<file path="config.mk">
export PLATFORM = sky130hd
export DESIGN_NAME = sweep_counter_ctrl_flat
export DESIGN_NICKNAME = d
export VERILOG_FILES = /design/src/rtl/sweep_counter_ctrl_if.sv /design/src/rtl/sweep_counter_ctrl.sv /design/src/flat_wrapper.sv
export SDC_FILE = /design/constraint.sdc
export NUM_CORES = 1
export LEC_CHECK = 0
export CAP_MARGIN = 20
export CORE_ASPECT_RATIO = 0.8
export CORE_MARGIN = 2
export CORE_UTILIZATION = 25
export CTS_CLUSTER_DIAMETER = 50
export CTS_CLUSTER_SIZE = 30
export DETAILED_ROUTE_END_ITERATION = 12
export MAX_ROUTING_LAYER = met4
export SYNTH_ARGS = -nofsm -noshare
export SYNTH_HDL_FRONTEND = slang
export SYNTH_SLANG_ARGS = --single-unit
</file>
<file path="constraint.sdc">
create_clock -name clk -period 2.79 [get_ports clk]
set_input_delay 0.4185 -clock clk [delete_from_list [all_inputs] [get_ports clk]]
set_output_delay 0.4185 -clock clk [all_outputs]
set_load 0.01 [all_outputs]
</file>
<file path="src/rtl/sweep_counter_ctrl_if.sv">
// Sweep counter control bus: run request, bounds, step strobe and status.
// The master drives requests and bounds; the slave (the counter) drives status.
interface sweep_counter_ctrl_if #(
  parameter int N = 8
);
  logic         start;
  logic         stop;
  logic         tick;
  logic         mode;
  logic [N-1:0] lo;
  logic [N-1:0] hi;
  logic [3:0]   reps;
  logic [N-1:0] q;
  logic         dir;
  logic         busy;
  logic         sweep_end;
  logic         done;
  logic         err;

  modport master (
    output start, stop, tick, mode, lo, hi, reps,
    input  q, dir, busy, sweep_end, done, err
  );

  modport slave (
    input  start, stop, tick, mode, lo, hi, reps,
    output q, dir, busy, sweep_end, done, err
  );
endinterface

</file>
<file path="src/rtl/sweep_counter_ctrl.sv">
// Sweep counter controller: runs a counter between latched bounds as a
// sawtooth (up only) or triangle (up then down), for a fixed number of sweeps
// or continuously until stopped. All outputs are registered.
module sweep_counter_ctrl #(
  parameter int N = 8
) (
  input  logic                clk,
  input  logic                reset,
  sweep_counter_ctrl_if.slave bus
);

  typedef enum logic [2:0] {IDLE, LOAD, UP, DOWN, DONE} state_t;

  localparam logic [N-1:0] one = {{(N-1){1'b0}}, 1'b1};

  state_t       state;
  logic [N-1:0] q;
  logic         dir;
  logic         busy;
  logic         sweep_end;
  logic         done;
  logic         err;

  // Run parameters captured when a run is accepted; bus changes mid-run are ignored.
  logic         mode_r;
  logic [N-1:0] lo_r;
  logic [N-1:0] hi_r;
  logic [3:0]   reps_r;
  logic [3:0]   count;

  logic [3:0]   count_next;
  logic         last_sweep;

  // Sweep count after the sweep that is completing now; reps of 0 never matches.
  assign count_next = count + 4'd1;
  assign last_sweep = (reps_r != 4'd0) && (count_next == reps_r);

  // Controller state, counter and registered status outputs.
  always_ff @(posedge clk or posedge reset) begin
    if (reset) begin
      state     <= IDLE;
      q         <= '0;
      dir       <= 1'b0;
      busy      <= 1'b0;
      sweep_end <= 1'b0;
      done      <= 1'b0;
      err       <= 1'b0;
      mode_r    <= 1'b0;
      lo_r      <= '0;
      hi_r      <= '0;
      reps_r    <= '0;
      count     <= '0;
    end else begin
      // NOTE: non-blocking assignments throughout so every branch sees the
      // pre-edge values; the pulse outputs default low and are set only on the
      // edge that produces the event, giving exactly one-cycle pulses.
      sweep_end <= 1'b0;
      done      <= 1'b0;
      err       <= 1'b0;

      if (busy && bus.stop) begin
        // Abort wins over any step: counter holds, no completion reported.
        state <= IDLE;
        busy  <= 1'b0;
        dir   <= 1'b0;
      end else begin
        case (state)
          IDLE: begin
            if (bus.start) begin
              if (bus.lo < bus.hi) begin
                mode_r <= bus.mode;
                lo_r   <= bus.lo;
                hi_r   <= bus.hi;
                reps_r <= bus.reps;
                count  <= '0;
                state  <= LOAD;
                busy   <= 1'b1;
              end else begin
                err <= 1'b1;
              end
            end
          end

          LOAD: begin
            q     <= lo_r;
            state <= UP;
            dir   <= 1'b1;
          end

          UP: begin
            if (bus.tick) begin
              if (q != hi_r) begin
                q <= q + one;
              end else if (mode_r) begin
                q     <= hi_r - one;
                state <= DOWN;
                dir   <= 1'b0;
              end else begin
                sweep_end <= 1'b1;
                count     <= count_next;
                if (last_sweep) begin
                  state <= DONE;
                  busy  <= 1'b0;
                  dir   <= 1'b0;
                  done  <= 1'b1;
                end else begin
                  q <= lo_r;
                end
              end
            end
          end

          DOWN: begin
            if (bus.tick) begin
              if (q != lo_r) begin
                q <= q - one;
              end else begin
                sweep_end <= 1'b1;
                count     <= count_next;
                if (last_sweep) begin
                  state <= DONE;
                  busy  <= 1'b0;
                  done  <= 1'b1;
                end else begin
                  q     <= lo_r + one;
                  state <= UP;
                  dir   <= 1'b1;
                end
              end
            end
          end

          DONE: begin
            state <= IDLE;
          end

          default: begin
            state <= IDLE;
            busy  <= 1'b0;
            dir   <= 1'b0;
          end
        endcase
      end
    end
  end

  assign bus.q         = q;
  assign bus.dir       = dir;
  assign bus.busy      = busy;
  assign bus.sweep_end = sweep_end;
  assign bus.done      = done;
  assign bus.err       = err;

endmodule
</file>
<file path="src/flat_wrapper.sv">
// flat-port wrapper written by rule: the top's interface ports become plain ports
module sweep_counter_ctrl_flat 
#(
  parameter int N = 8
)
  (clk, reset, bus_start, bus_stop, bus_tick, bus_mode, bus_lo, bus_hi, bus_reps, bus_q, bus_dir, bus_busy, bus_sweep_end, bus_done, bus_err);
  sweep_counter_ctrl_if #(.N(N)) bus_i ();
  input  logic clk;
  input  logic reset;
  input wire logic [$bits(bus_i.start)-1:0] bus_start;
  input wire logic [$bits(bus_i.stop)-1:0] bus_stop;
  input wire logic [$bits(bus_i.tick)-1:0] bus_tick;
  input wire logic [$bits(bus_i.mode)-1:0] bus_mode;
  input wire logic [$bits(bus_i.lo)-1:0] bus_lo;
  input wire logic [$bits(bus_i.hi)-1:0] bus_hi;
  input wire logic [$bits(bus_i.reps)-1:0] bus_reps;
  output wire logic [$bits(bus_i.q)-1:0] bus_q;
  output wire logic [$bits(bus_i.dir)-1:0] bus_dir;
  output wire logic [$bits(bus_i.busy)-1:0] bus_busy;
  output wire logic [$bits(bus_i.sweep_end)-1:0] bus_sweep_end;
  output wire logic [$bits(bus_i.done)-1:0] bus_done;
  output wire logic [$bits(bus_i.err)-1:0] bus_err;
  assign bus_i.start = bus_start;
  assign bus_i.stop = bus_stop;
  assign bus_i.tick = bus_tick;
  assign bus_i.mode = bus_mode;
  assign bus_i.lo = bus_lo;
  assign bus_i.hi = bus_hi;
  assign bus_i.reps = bus_reps;
  assign bus_q = bus_i.q;
  assign bus_dir = bus_i.dir;
  assign bus_busy = bus_i.busy;
  assign bus_sweep_end = bus_i.sweep_end;
  assign bus_done = bus_i.done;
  assign bus_err = bus_i.err;
  sweep_counter_ctrl #(.N(N)) u_core (.clk(clk), .reset(reset), .bus(bus_i));
endmodule
</file>
# Word level (Yosys, flattened, before mapping)
# Index checks and enable logic that the tools add are counted.
[classes] n_lt_le_gt_ge=1 bitwise_logic=1 add_sub_neg=5 n_eq_ne=27 reduce_logical=14 n_mux=65
[op_table] cell="8-bit 2-to-1 mux" count=7
[op_table] cell="1-bit 2-to-1 mux" count=34
[op_table] cell="3-bit 2-to-1 mux" count=10
[op_table] cell="4-bit 2-to-1 mux" count=7
[op_table] cell="8-bit case mux with 3 select lines" count=1
[op_table] cell="8-bit by 1-bit adder with 8-bit output, second input constant" count=2
[op_table] cell="8-bit != test" count=2
[op_table] cell="8-bit by 1-bit subtractor with 8-bit output, second input constant" count=2
[op_table] cell="3-bit by 2-bit != test with 1-bit output, second input constant" count=5
[op_table] cell="7-bit AND reduction" count=2
[op_table] cell="2-bit != test, second input constant" count=6
[op_table] cell="3-bit case mux with 4 select lines" count=1
[op_table] cell="4-bit case mux with 3 select lines" count=1
[op_table] cell="3-bit != test, second input constant" count=3
[op_table] cell="9-bit AND reduction" count=1
[op_table] cell="8-bit less-than comparator" count=1
[op_table] cell="1-bit case mux with 4 select lines" count=2
[op_table] cell="8-bit AND reduction" count=1
[op_table] cell="3-bit by 2-bit == test with 1-bit output, second input constant" count=2
[op_table] cell="2-bit by 1-bit != test with 1-bit output, second input constant" count=3
[op_table] cell="6-bit AND reduction" count=1
[op_table] cell="3-bit nonzero test" count=2
[op_table] cell="4-bit by 1-bit adder with 4-bit output, second input constant" count=1
[op_table] cell="4-bit == test" count=1
[op_table] cell="12 further kinds" count=15
[totals] word_cells=125 ff_bits=41

# Longest topological paths before layout
[logic_depth] depth_word=9 ltp_mapped=10 mapped_depth_nobuf=8

# Worst setup path before layout
# Ideal clock, no wire load.
[synth_timing] path_type="input port to flip-flop" from="in bus_hi[1]" to="reg u_core.hi_r[4]" path_slack_ns=0.286 path_stages=10 arrival_ns=2.379 cell_sequence="inv_1 ha_1 or4_1 a21oi_2 a211oi_1 a211o_1 or2_1 buf_2 buf_6 mux2_4"
[synth_via] elab_chain_len=2
[synth_lines] element="from (decl)" line="flat_wrapper.sv:15" source="input wire logic [$bits(bus_i.hi)-1:0] bus_hi;"
[synth_lines] element="8-bit less-than comparator" line="sweep_counter_ctrl.sv:70" source="if (bus.lo < bus.hi) begin"
[synth_lines] element="4-bit AND reduction (no line)"
[synth_lines] element="to (signal assigned)" line="sweep_counter_ctrl.sv:73" source="hi_r <= bus.hi;"
[synth_lines] element="to (decl)" line="sweep_counter_ctrl.sv:27" source="logic [N-1:0] hi_r;"
# Every way passes these cells.
# A chain may end at the register's enable or synchronous reset.

# Final worst setup path
[layout_timing] from="in bus_hi[1]" to="reg u_core.hi_r[3]"
# The elaborated chain is that of the path after synthesis.

==> key figures <==
Outcome
  – Status: finished, final reports clean

Drt
  – Detailed Route Iter0 Violations: around 190
  – Via count: around 3,000
  – Metal3 WL: 631 um
  – Antenna-violating nets left: 0
  – DR top layer: met4
  – Routed WL: 9860 um
  – Routed length on met1: between 5000 and 6000 um
  – Vias per cell: between 4 and 5
  – Met2 routed wirelength: a little under 4000 um
  – WL/cell: 16.1 um
  – Drt first pass iters: 4
  – DRC: 0

Place
  – Hpwl dp: between 7000 and 8000 um
  – Dpl ws: -368 ps
  – RePlAce Congestion: roughly 0.94
  – Port Buf Inserts: 38

Logic synthesis
  – Post-synth EDFFs: 0
  – Yosys warnings: 0
  – Count of cell types in the netlist: 63
  – Post-Syn Instances: 363
  – Syn Area/Cell: approximately 9.4 um^2
  – Synth Cell Area: between 3000 and 4000 um^2
  – Ys async rst share: 100%
  – Synth Net Count: ~400
  – Post-synthesis sequential area ratio: between 30% and 40%
  – Most used DFF post-synth: dfrtp_1
  – FF+latch count, synth: between 40 and 50

Global routing
  – GR Util All Layers: 14.6%
  – First-pass GRT wire length: around 16,000 um
  – Initial antenna violation count: 0
  – GRT overflow: 0
  – Vias in the first global route: 2,930
  – Largest net degree at the start of global routing: between 40 and 50

Setup path
  – Worst-path maximum fanout: 16
  – Worst EP arrival: 2880 ps
  – WS Path Type: in -> reg
  – Req. time, crit path: about 3000 ps
  – Kind of end point of the critical path: flip-flop
  – CP Launch Type: primary input

Clock tree
  – Max clock buf depth: 2
  – CTS root buf: clkbuf_16
  – Reg clk slew, reported paths: approximately 60 ps
  – CTS Sinks: 41
  – Clock tree from TritonCTS: done
  – H-Tree Depth: 2
  – Skew-Pair Late Insertion Delay: approximately 300 ps
  – CTS Buf Count: 5
  – # hold bufs at CTS: 0

Floorplan
  – Row Count: 38
  – Die height: approximately 110 um
  – Initial Util: around a quarter
  – Die width: 135 um
  – Die Area: around 15,000 um^2
  – Core ar.: 13,500 um^2
  – I/O pins: 39

STA
  – Fin crit share: a little over nine tenths
  – Worst Tran Pin Value: between 600 and 700 ps
  – Final Max Slew Viols: 0
  – Skew final: 4.49 ps
  – Setup TNS: 0 ps
  – Normalized max-slew margin: between 50 and 60%
  – Min Clock Period, post-route: roughly 2700 ps
  – Peak Freq: around 0.37 GHz
  – Final Hold Fails: 0
  – Setup slack after layout: a little over 90 ps
  – Setup violations, final: 0

Cells and area
  – Ant diodes: 0
  – Nets: 468
  – Share of cells above drive strength 1: between 20% and 30%
  – Area delta synth->final: 29.3%

Job
  – Number of max-cap violations: 0

Power and ir drop
  – Maximum VDD drop: 336 uV
  – Power Density: 1100 nW/um^2
  – Pleak: roughly 1.9 nW

Min path
  – Worst Hold Class: reg -> reg
## layer usage
metal  track usage [%]  vias up
met2              19.7      108
met1              22.0     1441
li1                  -     1443
met5                 -        -
met3              2.63       12
met4              3.76        0
## cell usage in the layout, fill, tap and decap left out, types with 11 or more instances in the layout
cell type / synthesis / routed
dfrtp_1: 41 / 41
nand3_1: 18 / 18
inv_1: 17 / 17
clkdlybuf4s50_1: 0 / 38
nor2_1: 17 / 17
mux2i_1: 11 / 11
ha_1: 12 / 11
xor2_1: 24 / 24
nor3_1: 11 / 11
mux2_4: 18 / 18
o21ai_0: 15 / 15
nand2_1: 27 / 27
buf_4: 1 / 47
## stage by stage
| step | total power, W | utilization, % | std cells | hold WS [ps] | area (um^2) |
|---|---|---|---|---|---|
| detailed placement | 0.00424 | 31.6 | 603 | 530 | 4250 |
| global placement | 0.00421 | 31.6 | 603 | 520 | 4250 |
| finish | 0.00487 | 32.8 | 611 | 533 | 4420 |
| global route | 0.00522 | 32.8 | 611 | 557 | 4420 |
| floorplan | 0.00328 | - | 363 | 499 | 3420 |
| CTS | 0.00488 | 32.7 | 611 | 545 | 4400 |
## Yosys cell counts (all sizes together), types with 5 or more instances
library cell | instances | share of area, %
dfrtp | 41 | 30
nand2 | 28 | 3.2
xor2 | 25 | 6.6
mux2 | 23 | 9.6
nand3 | 18 | 2.6
inv | 17 | 1.9
nor2 | 17 | 1.9
o21ai | 15 | 2.2
a21oi | 14 | 2.6
buf | 14 | 3.0
clkbuf | 12 | 1.3
ha | 12 | 4.4
mux2i | 11 | 3.2
nor3 | 11 | 1.6
xnor2 | 10 | 2.6
nor4 | 8 | 3.7
nand2b | 6 | 1.1
o211ai | 6 | 1.3
nand3b | 5 | 1.1
or3 | 5 | 0.95
or4 | 5 | 1.2
## repair_timing
item                       4_1_cts  5_1_grt
pin swaps                        0        3
gates resized for setup          2        5
buffers inserted                 0        1
setup endpoints to repair        2       23
## critical path: stages
cell             delay (ps)
clkdlybuf4s50_1         450
inv_1                    50
ha_1                    190
or4_4                   540
a21oi_4                 150
a211oi_1                 70
a211o_1                 260
or2_4                   270
buf_12                  170
mux2_4                  300
## worst paths after layout
kind / slack [ps] / depth (start not counted) / to / start
hold / removal: 530 / 2 / u_core.bus.dir / u_core.bus.dir
hold reg to reg: 530 / 2 / u_core.bus.dir / u_core.bus.dir
max in group asynchronous: 1830 / 3 / u_core.bus.q[2] / reset
setup / recovery: 90 / 10 / u_core.hi_r[3] / bus_hi[1]
min in group asynchronous: 560 / 3 / u_core.count[1] / reset
setup reg to reg: 330 / 6 / u_core.bus.q[1] / u_core.state[1]
## cell families after synthesis
kind of cell,synth area share (%)
buf+inv,6.23
xor+xnor,9.19
simple gates,21.6
mux,12.8
fa+ha+maj,4.40
flops,30.0
compound gates,15.8
## power breakdown
| group | switching, W | leakage [nW] | internal [W] |
|---|---|---|---|
| Sequential | 0.000427 | 0.505 | 0.000860 |
| Combinational | 0.00151 | 1.34 | 0.00147 |
| Clock | 0.000267 | 0.0738 | 0.000333 |
## layout make-up
class / instances / area (um^2)
Fill cell: 1363 / 9040
Multi-Input combinational cell: 279 / 2200
Sequential cell: 41 / 1030
Timing Repair Buffer: 86 / 753
Tap cell: 180 / 225
Clock buffer: 5 / 125
Inverter: 17 / 63.8
Clock inverter: 3 / 22.5
## sequential cells by signal, summed over array words and instances (netlist names), 3 cells and up
name,count
u_core.lo_r,8
u_core.count,4
u_core.state,3
u_core.bus.q,8
u_core.hi_r,8
u_core.reps_r,4
Power figures use the tool's default switching activity.
